## src/rtl/piso_pkg.sv

```systemverilog
// Shared definitions for the parallel-in/serial-out serializer.
package piso_pkg;

  // Serializer FSM encoding: idle waiting for a word, or shifting one out.
  typedef enum logic {
    ST_IDLE  = 1'b0,
    ST_SHIFT = 1'b1
  } state_t;

  // Counter width helper: a counter over n values still needs at least one bit.
  function automatic int clog2_min1(input int n);
    return (n > 1) ? $clog2(n) : 1;
  endfunction

endpackage

```

## src/rtl/piso_bit_tick.sv

```systemverilog
// Bit-period divider: counts DIV clocks per serial bit and flags the last one.
module piso_bit_tick
  import piso_pkg::*;
#(
  parameter int DIV = 1
) (
  input  logic clk,
  input  logic clear,
  input  logic enable,
  output logic bit_tick,
  output logic pre_tick
);

  localparam int DW = clog2_min1(DIV);
  localparam logic [DW-1:0] LAST = DW'(DIV - 1);

  logic [DW-1:0] div_cnt;

  // Count clocks within a bit; wrap on the final clock so each bit restarts at 0.
  always_ff @(posedge clk) begin
    if (clear || bit_tick)
      div_cnt <= '0;
    else if (enable)
      div_cnt <= div_cnt + DW'(1);
  end

  // pre_tick marks the clock before bit_tick, letting the top register frame_done.
  generate
    if (DIV == 1) begin : g_div1
      assign bit_tick = 1'b1;
      assign pre_tick = 1'b1;
    end else begin : g_divn
      assign bit_tick = (div_cnt == LAST);
      assign pre_tick = (div_cnt == LAST - DW'(1));
    end
  endgenerate

endmodule

```

## src/rtl/piso_stream.sv

```systemverilog
// Parallel-in/serial-out serializer with a valid/ready load handshake.
// State | meaning
// IDLE  | line at IDLE_LEVEL, ready for a word
// SHIFT | word in flight, one bit every DIV clocks
module piso_stream
  import piso_pkg::*;
#(
  parameter int WIDTH      = 8,
  parameter int MSB_FIRST  = 1,
  parameter int DIV        = 1,
  parameter int IDLE_LEVEL = 0
) (
  input  logic             clk,
  input  logic             reset,
  input  logic [WIDTH-1:0] parallel_in,
  input  logic             load_valid,
  output logic             load_ready,
  output logic             serial_out,
  output logic             serial_valid,
  output logic             busy,
  output logic             frame_done
);

  localparam int BW = clog2_min1(WIDTH);
  localparam logic [BW-1:0] LAST_BIT   = BW'(WIDTH - 1);
  localparam logic [BW-1:0] PENULT_BIT = BW'(WIDTH - 2);
  localparam logic IDLE_BIT = (IDLE_LEVEL != 0);

  state_t           state_q, state_d;
  logic [WIDTH-1:0] sreg_q, sreg_d;
  logic [BW-1:0]    bit_cnt_q, bit_cnt_d;
  logic             serial_out_d, frame_done_d;
  logic             bit_tick, pre_tick, last_win, accept;

  // The bit currently presented sits at the head of the shift register.
  function automatic logic head(input logic [WIDTH-1:0] w);
    return (MSB_FIRST != 0) ? w[WIDTH-1] : w[0];
  endfunction

  assign last_win     = (state_q == ST_SHIFT) && (bit_cnt_q == LAST_BIT) && bit_tick;
  assign load_ready   = (state_q == ST_IDLE) || last_win;
  assign accept       = load_valid && load_ready;
  assign busy         = (state_q == ST_SHIFT);
  assign serial_valid = (state_q == ST_SHIFT);

  piso_bit_tick #(.DIV(DIV)) u_bit_tick (
    .clk      (clk),
    .clear    (reset || accept),
    .enable   (state_q == ST_SHIFT),
    .bit_tick (bit_tick),
    .pre_tick (pre_tick)
  );

  // Next state, shift register and registered-output precompute.
  always_comb begin
    state_d      = state_q;
    sreg_d       = sreg_q;
    bit_cnt_d    = bit_cnt_q;
    frame_done_d = 1'b0;
    if (accept) begin
      state_d   = ST_SHIFT;
      sreg_d    = parallel_in;
      bit_cnt_d = '0;
    end else if (state_q == ST_SHIFT) begin
      if (last_win) begin
        state_d   = ST_IDLE;
        bit_cnt_d = '0;
      end else begin
        // Raise frame_done one clock early so the flop lands on the last-bit window.
        frame_done_d = pre_tick && (bit_tick ? (bit_cnt_q == PENULT_BIT)
                                             : (bit_cnt_q == LAST_BIT));
        if (bit_tick) begin
          bit_cnt_d = bit_cnt_q + BW'(1);
          sreg_d    = (MSB_FIRST != 0) ? (sreg_q << 1) : (sreg_q >> 1);
        end
      end
    end
    serial_out_d = (state_d == ST_SHIFT) ? head(sreg_d) : IDLE_BIT;
  end

  // State and output registers; reset aborts any word in flight.
  always_ff @(posedge clk) begin
    if (reset) begin
      state_q    <= ST_IDLE;
      sreg_q     <= '0;
      bit_cnt_q  <= '0;
      serial_out <= IDLE_BIT;
      frame_done <= 1'b0;
    end else begin
      state_q    <= state_d;
      sreg_q     <= sreg_d;
      bit_cnt_q  <= bit_cnt_d;
      serial_out <= serial_out_d;
      frame_done <= frame_done_d;
    end
  end

endmodule
```

## config.mk

```make
export PLATFORM = sky130hd
export DESIGN_NAME = piso_stream
export DESIGN_NICKNAME = d
export VERILOG_FILES = /design/src/rtl/piso_pkg.sv /design/src/rtl/piso_bit_tick.sv /design/src/rtl/piso_stream.sv
export SDC_FILE = /design/constraint.sdc
export NUM_CORES = 1
export LEC_CHECK = 0
export ABC_AREA = 1
export BUFFER_PORTS_ARGS = -buffer_cell sky130_fd_sc_hd__buf_2
export CAP_MARGIN = 20
export CORE_MARGIN = 2
export CORE_UTILIZATION = 30
export CTS_BUF_LIST = sky130_fd_sc_hd__clkbuf_4
export DETAILED_ROUTE_END_ITERATION = 12
export SLEW_MARGIN = 15
export SYNTH_ARGS = -nofsm -noshare
export SYNTH_HDL_FRONTEND = slang
export SYNTH_SLANG_ARGS = --single-unit
```

## constraint.sdc

```tcl
create_clock -name clk -period 3.57 [get_ports clk]
set_input_delay 0.1785 -clock clk [delete_from_list [all_inputs] [get_ports clk]]
set_output_delay 0.1785 -clock clk [all_outputs]
set_load 0.02 [all_outputs]
```

# After elaboration in Yosys (flattened, before gate mapping)
# Cells that the tools add are included.
# totals
elab_cells	27
ff_bits	14
# classes
n_mux	7
reduce_logical	8
n_eq_ne	3
n_bitwise	2
n_addsub	1
# op_table
op	count
$mux 8	3
$eq 3x3->1 const B	2
$reduce_or 2->1	2
$reduce_or 4->1	1
$add 3x1->3 const B	1
$mux 1	3
$mux 3	1
$logic_and 1x1->1	2
$ne 2x1->1 const B	1
$not 1->1	2
$reduce_and 2->1	1
$reduce_bool 2->1	1
$logic_or 1x1->1	1

# Longest topological paths before layout
# logic_depth
word_depth	7
depth_mapped	9
depth_no_buf	8

# Cells and area by module
# From an unflattened synthesis, not the netlist that was laid out.
# hier_totals
cells_unflattened	99
hier_area_um2	749.5
# by_module_without_submodules
module	area_per_inst_um2	instances	seq_area_each_um2	cells_each
piso_stream	730.7	1	280.3	96
piso_bit_tick	18.8	1	0.0	3

# Least setup slack after synthesis
# No wires, ideal clock.
# synth_path
path_kind	flip-flop to flip-flop
startpoint	register bit_cnt_q[0]
endpoint	register sreg_q[4]
path_slack_ns	2.215
stages_incl_launch_ff	10
arrival_ns	1.245
cell_sequence	dfxtp_1 ha_1 ha_1 inv_1 nand2_2 clkbuf_8 nand3_1 nand3_1 nand2_1 inv_1
# synth_between
elab_chain_cells	6
# synth_lines
element	line	text
start, declared	piso_stream.sv:31	logic [BW-1:0] bit_cnt_q, bit_cnt_d;
start signal, assigned	piso_stream.sv:92	bit_cnt_q <= bit_cnt_d;
$eq 3x3->1 *	--	
$logic_and 1x1->1 *	piso_stream.sv:40	assign last_win = (state_q == ST_SHIFT) && (bit_cnt_q == LAST_BIT) && bit_tick;
$logic_or 1x1->1 *	piso_stream.sv:41	assign load_ready = (state_q == ST_IDLE) || last_win;
via load_ready	piso_stream.sv:17	output logic load_ready,
$logic_and 1x1->1 *	piso_stream.sv:42	assign accept = load_valid && load_ready;
$ne 2x1->1 (no source line) or $reduce_bool 2->1 (tied branches)	--	
$reduce_and 2->1 (no source line)	--	
end signal, assigned	piso_stream.sv:91	sreg_q <= sreg_d;
end, declared	piso_stream.sv:30	logic [WIDTH-1:0] sreg_q, sreg_d;
# Mark *: on every way through the listed nets, which the timed path passes. The rest lies on a longest branch.
# A chain may end at the register's enable or synchronous reset.

# Worst setup path after layout
# layout_path
startpoint	register bit_cnt_q[1]
endpoint	output port load_ready
# layout_between
elab_chain_cells	3
# layout_lines
element	line
$eq 3x3->1	--
$logic_and 1x1->1	piso_stream.sv:40
$logic_or 1x1->1	piso_stream.sv:41
end, declared	piso_stream.sv:17
# No other way between the ends.

==> summary.txt <==
Status
  – Outcome: finished, final reports clean

Routing
  – DR WL/cell: 9.73 µm
  – DR vias: 578
  – Iter 0 DRT Violations: 6
  – Final wirelength: 1.27 mm
  – DRT Pass-1 Iters: 3
  – Antenna Nets Post-Route: 0
  – DRC Markers: 0
  – Via density: 4.41

Placed design
  – Gp weighted congestion: 0.741
  – Pre-CTS WS: 2.08 ns
  – Placed cell areas: 724 µm²
  – IO Port Bufs: 15
  – DP HPWL: 927 µm

Final layout
  – Final #Nets: 119
  – Final Util: 0.375
  – FF/Latch Area: 280 µm²
  – Share of layout cells above drive strength 1: 0.221
  – Final instance area: 751 µm²
  – Fillcell total: 218
  – ANT cells: 0
  – Area of the multi-input gates: 287 µm²
  – Most common cell after layout, fill and taps aside: nand3_1
  – Most frequent cells in the layout: nand3_1, nand2_1, buf_2
  – Area grow syn2layout: 15.2%

Min path
  – Hold Path Class: in -> reg

Power
  – Switching power: 0.0000807 W
  – Final Power: 0.000300 W
  – Leakage: 0.394 nW
  – Logic gate share of total power: 0.138
  – VDD IR-drop max: 0.000213 V
  – Int Pwr: 0.000219 W
  – Register share of total power: 0.561
  – Part of the power in the clock network: 0.301
  – PD cells: 400 nW/µm²
  – Switch share: 0.269

Timing
  – Achievable Freq: 592 MHz
  – Worst Skew: 0.000826 ns
  – Worst-Margin Slew: 0.376 ns
  – # setup viols final: 0
  – Setup TNS: 0 ns
  – Final hold violations: 0
  – Slew HR: 0.749
  – RSZ-0062 raised after global routing: false
  – Final WS setup: 1.88 ns
  – Final worst-path cycle share: 0.473
  – Max Transition Viols Final: 0
  – Final worst path period need: 1.69 ns

Clock network
  – Worst-path clk slew: 0.08 ns
  – Num CTS Buffers: 3
  – TritonCTS clock tree: built
  – PostCTS Resize Cnt: 0
  – Cts hold-fix bufs: 0
  – Htree depth: 1
  – # Post-CTS Setup Buffers: 0
  – Sink Count: 14
  – Root Buffer: clkbuf_4
  – Clk_lat worst skew: 0.28 ns
  – Clock Tree Buf Depth: 2

Critical path
  – CP arrival: 1.51 ns
  – Crit-path slowest cell: dfxtp_1
  – Crit Path Category: reg -> out
  – CP peak stage delay: 0.37 ns
  – CP Capture Type: output pin
  – CP most frequent cell: ha_1
  – Startpoint Class: register
  – Sequence of cells on the critical path: ha_1, ha_1, inv_1, nand2_2, buf_2
  – WP data required: 3.39 ns
  – CP max FO: 18

Die
  – Die Y: 50.6 µm
  – Core Rows: 16
  – Initial Utilization: 0.326
  – Core Region: 2000 µm²
  – Die area: 2560 µm²
  – Chip width: 50.6 µm
  – I/O pin cnt: 16

Synthesis
  – Synth Area in XOR/XNOR: 0
  – Register area share after synthesis: 0.430
  – Syn_nets: 103
  – Gate Count Post-Synth: 89
  – Post-Synth Adder-Cell Area: 0.0576
  – Synthesized cell area: 652 µm²
  – Mapped Avg Cell Area: 7.32 µm²
  – #FFs+latches synth: 14
  – Yosys warns: 0
  – Netlist cell types: 15
  – Main combinational cell family by area after synthesis: simple AND/OR/NAND/NOR gates
  – Synth Area in Simple Gates: 0.344
  – Compound-Gate Fraction of Synth Area: 0.0384
  – Post-synthesis mux area share: 0

GRT
  – Global-route wire length before repair: 2.24 mm
  – Vias in the first global route: 551
  – Overflow after GRT: 0
  – Largest net degree at the start of global routing: 19
  – Initial antenna violation count: 0
  – GRT Overall Usage: 0.119

Run
  – Max-cap viol count: 0
## kinds of logic (layout without fill, tap and decap cells)
group | count (synthesis) | in the layout
flops | 14 | 14
fa+ha+maj | 3 | 3
compound gates | 5 | 5
buf+inv | 17 | 32
simple gates | 50 | 50
## worst max-delay path: cells and delay by family, from the launching register on
family	cells	cell delay (ns)
flops	1	0.37
fa+ha+maj	2	0.33
buf+inv	2	0.29
simple gates	1	0.25
## cell usage after synthesis, drive strengths merged
master	number	area, µm²
inv	12	45.1
dfxtp	14	280
ha	3	37.5
o21ai	1	5.00
a21oi	4	20.0
clkinv	1	3.75
buf	3	22.5
nor2	4	17.5
nand2	22	85.1
clkbuf	1	13.8
or2	1	6.26
nand3	23	115
## state kept, by name, summed over array words and instances, names as in the netlist
name / flops
bit_cnt_q: 3
busy: 1
frame_done: 1
serial_out: 1
sreg_q: 8
## power by group through the flow
stage          registers [W]  clock network [W]  logic (W)
6_report            0.000168          0.0000903  0.0000415
5_1_grt             0.000169           0.000104  0.0000474
4_1_cts             0.000168          0.0000962  0.0000420
3_5_place_dp        0.000172                  0  0.0000416
3_3_place_gp        0.000172                  0  0.0000415
2_1_floorplan       0.000172                  0  0.0000311
## routing by layer
metal  vias to the layer above  wire [µm]  track usage
li1                        310          -            -
met1                       258        567        0.127
met2                         8        646        0.206
met3                         2         52       0.0536
met4                         0          8       0.0405
met5                         -          0            0
## through the flow
step	std cells	hold slack, ns
2_1_floorplan	89	0.248
3_3_place_gp	127	0.375
3_5_place_dp	127	0.382
4_1_cts	131	0.0732
5_1_grt	131	0.0729
6_report	131	0.0921
## layout make-up
type	instances	area share
Clock buffer	3	0.0300
Clock inverter	1	0.00500
Inverter	13	0.0650
Multi-Input combinational cell	58	0.382
Sequential cell	14	0.373
Tap cell	27	0.0450
Timing Repair Buffer	15	0.100
## final timing paths
kind	end	depth (start not counted)	slack (ns)	startpoint
max	load_ready	5	1.88	bit_cnt_q[1]
min	sreg_q[0]	2	0.09	reset
max reg2reg	bit_cnt_q[1]	6	2.06	bit_cnt_q[0]
min reg2reg	sreg_q[0]	2	0.47	sreg_q[0]
No activity file was read; power rests on OpenSTA's default activity.
